===== src/rtl/apb_pkg.sv =====
// Shared types and defaults for the APB command master.
// State encoding, bus widths and the response bundle.
package apb_pkg;

  localparam int APB_ADDR_W = 32;
  localparam int APB_DATA_W = 32;

  typedef enum logic [1:0] {
    IDLE,
    SETUP,
    ACCESS,
    RESP
  } apb_mst_state_e;

  typedef struct packed {
    logic [APB_DATA_W-1:0] rdata;
    logic                  err;
  } apb_rsp_t;

endpackage


===== src/rtl/apb_cmd_master_timer.sv =====
// Saturating wait-state counter for the APB master.
// Flags expiry on the last permitted stalled ACCESS cycle.
module apb_wait_timer #(
  parameter int TIMEOUT_CYCLES = 16
) (
  input  logic i_clk,
  input  logic i_rst_n,
  input  logic i_clr,
  input  logic i_en,
  output logic o_expire
);

  localparam int CW =
    (TIMEOUT_CYCLES > 0) ? $clog2(TIMEOUT_CYCLES + 1) : 1;
  localparam logic [CW-1:0] MAX =
    CW'((TIMEOUT_CYCLES > 0) ? TIMEOUT_CYCLES : 0);
  localparam logic [CW-1:0] LAST =
    CW'((TIMEOUT_CYCLES > 0) ? TIMEOUT_CYCLES - 1 : 0);

  logic [CW-1:0] r_cnt;
  logic          w_on;

  assign w_on     = (TIMEOUT_CYCLES != 0);
  assign o_expire = w_on && i_en && (r_cnt == LAST);

  always_ff @(posedge i_clk or negedge i_rst_n) begin
    if (!i_rst_n) begin
      r_cnt <= '0;
    end else if (i_clr) begin
      r_cnt <= '0;
    end else if (i_en && r_cnt != MAX) begin
      r_cnt <= r_cnt + 1'b1;
    end
  end

endmodule


===== src/rtl/apb_cmd_master.sv =====
// Valid/ready command stream to APB transfer converter.
// One transfer in flight; stalled slaves are aborted by timer.
module apb_cmd_master
  import apb_pkg::*;
#(
  parameter int ADDR_W         = APB_ADDR_W,
  parameter int DATA_W         = APB_DATA_W,
  parameter int TIMEOUT_CYCLES = 16
) (
  input  logic              PCLK,
  input  logic              PRESETn,
  input  logic              cmd_valid,
  output logic              cmd_ready,
  input  logic              cmd_write,
  input  logic [ADDR_W-1:0] cmd_addr,
  input  logic [DATA_W-1:0] cmd_wdata,
  output logic              rsp_valid,
  input  logic              rsp_ready,
  output logic [DATA_W-1:0] rsp_rdata,
  output logic              rsp_err,
  output logic              PSEL,
  output logic              PENABLE,
  output logic              PWRITE,
  output logic [ADDR_W-1:0] PADDR,
  output logic [DATA_W-1:0] PWDATA,
  input  logic [DATA_W-1:0] PRDATA,
  input  logic              PREADY,
  input  logic              PSLVERR
);

  apb_mst_state_e    r_state;
  logic              r_cmd_ready;
  logic              r_rsp_valid;
  logic [DATA_W-1:0] r_rsp_rdata;
  logic              r_rsp_err;
  logic              r_psel;
  logic              r_penable;
  logic              r_pwrite;
  logic [ADDR_W-1:0] r_paddr;
  logic [DATA_W-1:0] r_pwdata;

  logic w_tmr_clr;
  logic w_tmr_en;
  logic w_expire;

  assign w_tmr_clr = (r_state == RESP) && rsp_ready;
  assign w_tmr_en  = (r_state == ACCESS) && !PREADY;

  apb_wait_timer #(
    .TIMEOUT_CYCLES(TIMEOUT_CYCLES)
  ) u_timer (
    .i_clk   (PCLK),
    .i_rst_n (PRESETn),
    .i_clr   (w_tmr_clr),
    .i_en    (w_tmr_en),
    .o_expire(w_expire)
  );

  always_ff @(posedge PCLK or negedge PRESETn) begin
    if (!PRESETn) begin
      r_state     <= IDLE;
      r_cmd_ready <= 1'b1;
      r_rsp_valid <= 1'b0;
      r_rsp_rdata <= '0;
      r_rsp_err   <= 1'b0;
      r_psel      <= 1'b0;
      r_penable   <= 1'b0;
      r_pwrite    <= 1'b0;
      r_paddr     <= '0;
      r_pwdata    <= '0;
    end else begin
      unique case (r_state)
        IDLE: begin
          if (cmd_valid) begin
            r_pwrite    <= cmd_write;
            r_paddr     <= cmd_addr;
            r_pwdata    <= cmd_wdata;
            r_psel      <= 1'b1;
            r_cmd_ready <= 1'b0;
            r_state     <= SETUP;
          end
        end
        SETUP: begin
          r_penable <= 1'b1;
          r_state   <= ACCESS;
        end
        ACCESS: begin
          // PREADY beats a timeout landing on the same cycle
          if (PREADY) begin
            r_rsp_rdata <= r_pwrite ? '0 : PRDATA;
            r_rsp_err   <= PSLVERR;
            r_psel      <= 1'b0;
            r_penable   <= 1'b0;
            r_rsp_valid <= 1'b1;
            r_state     <= RESP;
          end else if (w_expire) begin
            r_rsp_rdata <= '0;
            r_rsp_err   <= 1'b1;
            r_psel      <= 1'b0;
            r_penable   <= 1'b0;
            r_rsp_valid <= 1'b1;
            r_state     <= RESP;
          end
        end
        RESP: begin
          if (rsp_ready) begin
            r_rsp_valid <= 1'b0;
            r_cmd_ready <= 1'b1;
            r_state     <= IDLE;
          end
        end
        default: r_state <= IDLE;
      endcase
    end
  end

  assign cmd_ready = r_cmd_ready;
  assign rsp_valid = r_rsp_valid;
  assign rsp_rdata = r_rsp_rdata;
  assign rsp_err   = r_rsp_err;
  assign PSEL      = r_psel;
  assign PENABLE   = r_penable;
  assign PWRITE    = r_pwrite;
  assign PADDR     = r_paddr;
  assign PWDATA    = r_pwdata;

endmodule


===== config.mk =====
export PLATFORM = sky130hd
export DESIGN_NAME = apb_cmd_master
export DESIGN_NICKNAME = d
export VERILOG_FILES = /design/src/rtl/apb_pkg.sv /design/src/rtl/apb_cmd_master_timer.sv /design/src/rtl/apb_cmd_master.sv
export SDC_FILE = /design/constraint.sdc
export NUM_CORES = 1
export LEC_CHECK = 0
export ABC_AREA = 1
export CAP_MARGIN = 20
export CORE_MARGIN = 1.5
export CORE_UTILIZATION = 38
export DETAILED_ROUTE_END_ITERATION = 10
export PLACE_DENSITY = 0.74
export SLEW_MARGIN = 20
export SYNTH_ARGS = -nofsm -noshare
export SYNTH_HDL_FRONTEND = slang
export SYNTH_SLANG_ARGS = --single-unit
export TNS_END_PERCENT = 100

===== constraint.sdc =====
create_clock -name PCLK -period 1.6 [get_ports PCLK]
set_input_delay 0.32 -clock PCLK [delete_from_list [all_inputs] [get_ports PCLK]]
set_output_delay 0.32 -clock PCLK [all_outputs]
set_load 0.005 [all_outputs]

==> results by stage <==
STA:
- Setup repair after global routing could not meet its margin everywhere.
- In the finished design, the share of the clock period the worst path needs comes to 98.6%.
- Hold timing on the final database bottoms out at a slack of 0.0389 ns.
- Counting I/O delays and the setup requirement, the final critical path takes 1.58 ns.
- The number of failing hold endpoints at the final stage is 0.
- Setup violations remaining at the end of the flow were counted as 0.
- The maximum frequency from static timing analysis is 634 MHz.
- The largest clock skew in the final design is 0.00557 ns.
- The summed negative setup slack over all endpoints is 0 ns.
- The post-route worst setup slack is 0.0217 ns.
- For the pin with the worst max-slew slack, the measured transition is 0.583 ns.
- The worst slew margin relative to its limit is 61.2%.
- The number of slew-limit violations in the final report was 0.

Pwr:
- The worst-case IR drop observed on VDD is 0.918 mV.
- Summed over all nets, the switching power comes to 4.04 mW.
- Combinational logic burns 48.5% of the power.
- The internal cell power is 9.40 mW.
- The portion of total power attributed to sequential cells is 35.9%.
- The cell leakage power is 3.65 nW.
- Per report_power, the clock group accounts for 15.6% of the total.
- Net switching is 30.1% of the power.
- The ratio of total power to cell area is 1800 nW/um^2.

Placement:
- The count of buffers added on input and output ports is 204.
- The half-perimeter wire length after detailed placement is 8930 microns.
- At the end of routability-driven placement, the weighted congestion stood at 0.776.
- OpenSTA, run right after detailed placement, puts the worst setup slack at -0.0755 ns.

Run status:
- The run finished with clean final reports.

Final layout:
- The repair_antennas step left the layout with diodes totalling 0.
- The growth of design area from synthesis to finish is 63.5%.
- After the last flow step, the layout net total stands at 711.
- Cells with a size suffix above 1 make up 24.1% of the layout.
- The share of the core filled with cells is 64.7%.

Clock network:
- For the worst-skew pair, the clock arrives at the later sink with an insertion delay of 0.35 ns.
- CTS placed an instance of sky130_fd_sc_hd__clkbuf_16 at the clock tree root.
- The clock-pin slew on the worst setup and hold paths is 0.07 ns.
- The clock tree from TritonCTS is built.
- The total CTS buffers is 9.
- In this run the number of H-tree levels came out at 3.
- The clock passes through at most 2 buffers.
- Clock tree synthesis found a total of 109 sinks.

Hold path:
- In this run the worst hold path is classified as primary input to asynchronous set/reset pin.

Yosys:
- The largest area contributor in the synthesized netlist is sky130_fd_sc_hd__dfrtp_1.
- The number of register bits inferred by synthesis is 109.
- During synthesis, Yosys emitted a total of 0 warnings.
- The post-synthesis cell area is 4580 sq um.
- Counting instances in the post-synthesis netlist gives the leading cell types as sky130_fd_sc_hd__dfrtp_1 (108), sky130_fd_sc_hd__nand2_1 (88), sky130_fd_sc_hd__mux2_4 (50), sky130_fd_sc_hd__nand3_1 (41), sky130_fd_sc_hd__inv_1 (19).
- The most common cell in the netlist is sky130_fd_sc_hd__dfrtp_1.
- The count of flip-flops with a built-in enable after synthesis is 0.
- Yosys attributes the largest share of cell area to sky130_fd_sc_hd__dfrtp_1 (59%), sky130_fd_sc_hd__mux2_4 (16%), sky130_fd_sc_hd__nand2_1 (7.2%).
- Averaged over all synthesized cells, the footprint is 12.5 sq um.
- Yosys mapped the design onto 18 distinct sky130hd cell types.
- Sequential elements use 59.6% of the synthesized area.
- When the netlist entered floorplanning its net count stood at 477.
- The synthesized netlist cell count is 367.
- For this run, the leading register cell type out of synthesis is sky130_fd_sc_hd__dfrtp_1.
- After synthesis, the share of flip-flops with an asynchronous set or reset is 100%.
- Summed over its instances, the top area cell type makes up 59.1% of the synthesized netlist area.

Detailed routing:
- The via count is 3572.
- The routed wirelength normalized by instance count is 16.9 microns.
- The ratio of routed vias to standard cells is 4.77.
- The number of DRC markers after the initial detailed-route iteration is 129.
- The detailed router put a total of 5110 microns of wire on met1.
- The number of nets with antenna violations after detailed routing is 0.
- In the detailed route, the total length drawn on met2 is 6430 microns.
- The routed design uses 814 microns of met3 wire.
- The overall routed net length is 12600 microns.
- The final routed DRC violation total is 0.
- The pre-antenna-repair detailed-routing pass consisted of 4 iterations.
- In this run the top signal layer used is met4.

Setup path:
- The worst register-to-register path has a depth of 9.
- The required time at the worst-slack endpoint is 1.28 ns.
- The peak fanout along the critical path is 2.
- Counting both buffers and inverters, the worst setup path holds a total of 1.
- On the critical path the largest part of the delay comes from buffers and inverters.
- The worst-case register-to-register setup slack is 0.03 ns.
- The type of the worst setup path is flop to primary output.
- The source of the worst register-to-register timing path is u_timer.r_cnt[0]$_DFFE_PN0P_.
- The critical path starts at rsp_rdata[16]$_DFFE_PN0P_.
- The slowest stage of the critical path is the sky130_fd_sc_hd__clkdlybuf4s50_1 cell.
- In this run the number of cells on the critical path is 1.
- Following the worst setup path forward leads to its endpoint at rsp_rdata[16].
- The critical path goes through clkdlybuf4s50_1.
- The capture point of the worst reg-to-reg path is rsp_err$_DFFE_PN0P_.
- The largest single stage delay on the critical path is 0.54 ns.
- The worst setup path is launched from a flop.
- The type of destination of the critical path is a primary output.
- For the worst setup path, the data arrival time is 1.26 ns.

Floorplanning:
- The floorplan step defined a core boundary enclosing 11600 sq um.
- Once the floorplan was initialized, standard cells occupied 39.6% of the core.
- Pin placement for this block handled 205 I/O pins.
- The row count is 39.
- The floorplan step set the die height to 113 microns.
- The die is 113 microns wide.
- The area enclosed by the die boundary is 12700 sq um.

GRT:
- The via count of the first global-routing pass is 3720.
- The number of antenna violations at the first check in global routing is 0.
- Entering global routing, the biggest net connects 110 pins.
- The total grt overflow is 0.
- In the global route stage, overall resource usage came out at 19.6%.
- The first global-routing pass estimated 19100 microns of wire.

Job:
- Max-cap violations in this run came to 0.
==> layout by cell type, fill, tap and decap left out <==
cell type,Yosys,routed
sky130_fd_sc_hd__nor2_2,0,2
sky130_fd_sc_hd__nand3_2,0,11
sky130_fd_sc_hd__o211ai_1,1,1
sky130_fd_sc_hd__nand2_1,88,80
sky130_fd_sc_hd__buf_6,6,2
sky130_fd_sc_hd__nand3_1,41,29
sky130_fd_sc_hd__dlygate4sd2_1,0,4
sky130_fd_sc_hd__buf_16,0,1
sky130_fd_sc_hd__inv_1,19,18
sky130_fd_sc_hd__inv_4,0,1
sky130_fd_sc_hd__dfstp_2,1,1
sky130_fd_sc_hd__clkinv_2,0,1
sky130_fd_sc_hd__o21ai_0,8,7
sky130_fd_sc_hd__nand4_1,1,1
sky130_fd_sc_hd__clkinv_4,0,4
sky130_fd_sc_hd__o21ai_1,0,1
sky130_fd_sc_hd__buf_4,0,24
sky130_fd_sc_hd__o22a_1,1,1
sky130_fd_sc_hd__nand2_2,1,8
sky130_fd_sc_hd__inv_6,0,2
sky130_fd_sc_hd__ha_1,7,3
sky130_fd_sc_hd__nor2_1,6,4
sky130_fd_sc_hd__nand3_4,0,1
sky130_fd_sc_hd__ha_2,0,4
sky130_fd_sc_hd__buf_12,0,5
sky130_fd_sc_hd__dlymetal6s2s_1,0,8
sky130_fd_sc_hd__dfrtp_1,108,108
sky130_fd_sc_hd__mux2_2,15,15
sky130_fd_sc_hd__mux2_4,50,50
sky130_fd_sc_hd__clkdlybuf4s50_1,0,191
sky130_fd_sc_hd__clkbuf_16,0,11
sky130_fd_sc_hd__buf_8,0,1
sky130_fd_sc_hd__xor2_1,1,1
sky130_fd_sc_hd__a21oi_1,3,3
sky130_fd_sc_hd__nand2_4,0,2
==> registers in the layout, indices dropped and copies added (netlist names) <==
register / cells
rsp_rdata: 32
PSEL: 1
rsp_valid: 1
u_timer.r_cnt: 5
PWRITE: 1
rsp_err: 1
PADDR: 32
r_state: 2
PENABLE: 1
cmd_ready: 1
PWDATA: 32
==> area by class of cell <==
class / count / area (sq um)
sequential: 109 / 2730
multi-input combinational: 224 / 1780
timing repair buffer: 238 / 2440
clock inverter: 7 / 57.6
inverter: 19 / 73.8
clock buffer: 9 / 225
tap: 143 / 179
fill: 903 / 4080
==> layer usage <==
| layer | track usage [%] | up-vias |
|---|---|---|
| met5 | 0 | - |
| met4 | 7.59 | 0 |
| met3 | 5.36 | 20 |
| met2 | 35.4 | 125 |
| met1 | 22.1 | 1737 |
| li1 | - | 1690 |
==> how the worst min path moves through the flow <==
stage	slack, ns	startpoint	depth (start not counted)	to
final	0.04	PRESETn	2	rsp_rdata[10]$_DFFE_PN0P_
after global routing	0.09	PRESETn	2	rsp_rdata[24]$_DFFE_PN0P_
after CTS	0.07	PRESETn	2	rsp_rdata[10]$_DFFE_PN0P_
after detailed placement	0.45	PRESETn	2	rsp_rdata[10]$_DFFE_PN0P_
after global placement	0.44	PRESETn	2	rsp_rdata[24]$_DFFE_PN0P_
after floorplan	0.02	PRESETn	0	PADDR[0]$_DFFE_PN0P_
==> power by group through the flow <==
stage | clock, mW | sequential (mW) | combinational (mW)
global placement | 0 | 4.80 | 6.04
CTS | 2.18 | 4.82 | 6.39
detailed placement | 0 | 4.86 | 6.24
global route | 2.28 | 4.96 | 7.00
floorplan | 0 | 4.87 | 2.59
finish | 2.10 | 4.82 | 6.52
==> metrics by stage <==
stage	power, mW	std cells	cell area (sq um)
global route	14.2	749	7480
finish	13.4	749	7480
CTS	13.4	743	7300
detailed placement	11.1	718	6910
global placement	10.8	718	6910
floorplan	7.46	367	4580
==> logic make-up after synthesis <==
kind of cell | share of synthesized area [%]
buf+inv | 4.13
mux | 20.1
flops | 59.6
compound gates | 1.56
simple gates | 12.5
fa+ha+maj | 1.91
xor+xnor | 0.191
==> what timing repair did <==
action,in CTS,in global routing
hold buffers,0,0
pin swaps,7,15
endpoints found under the hold margin,0,0
setup endpoints to repair,36,92
gates cloned,1,4
setup buffers,8,4
gates resized for setup,10,35
Note: power is estimated with default switching activity, not from simulation.
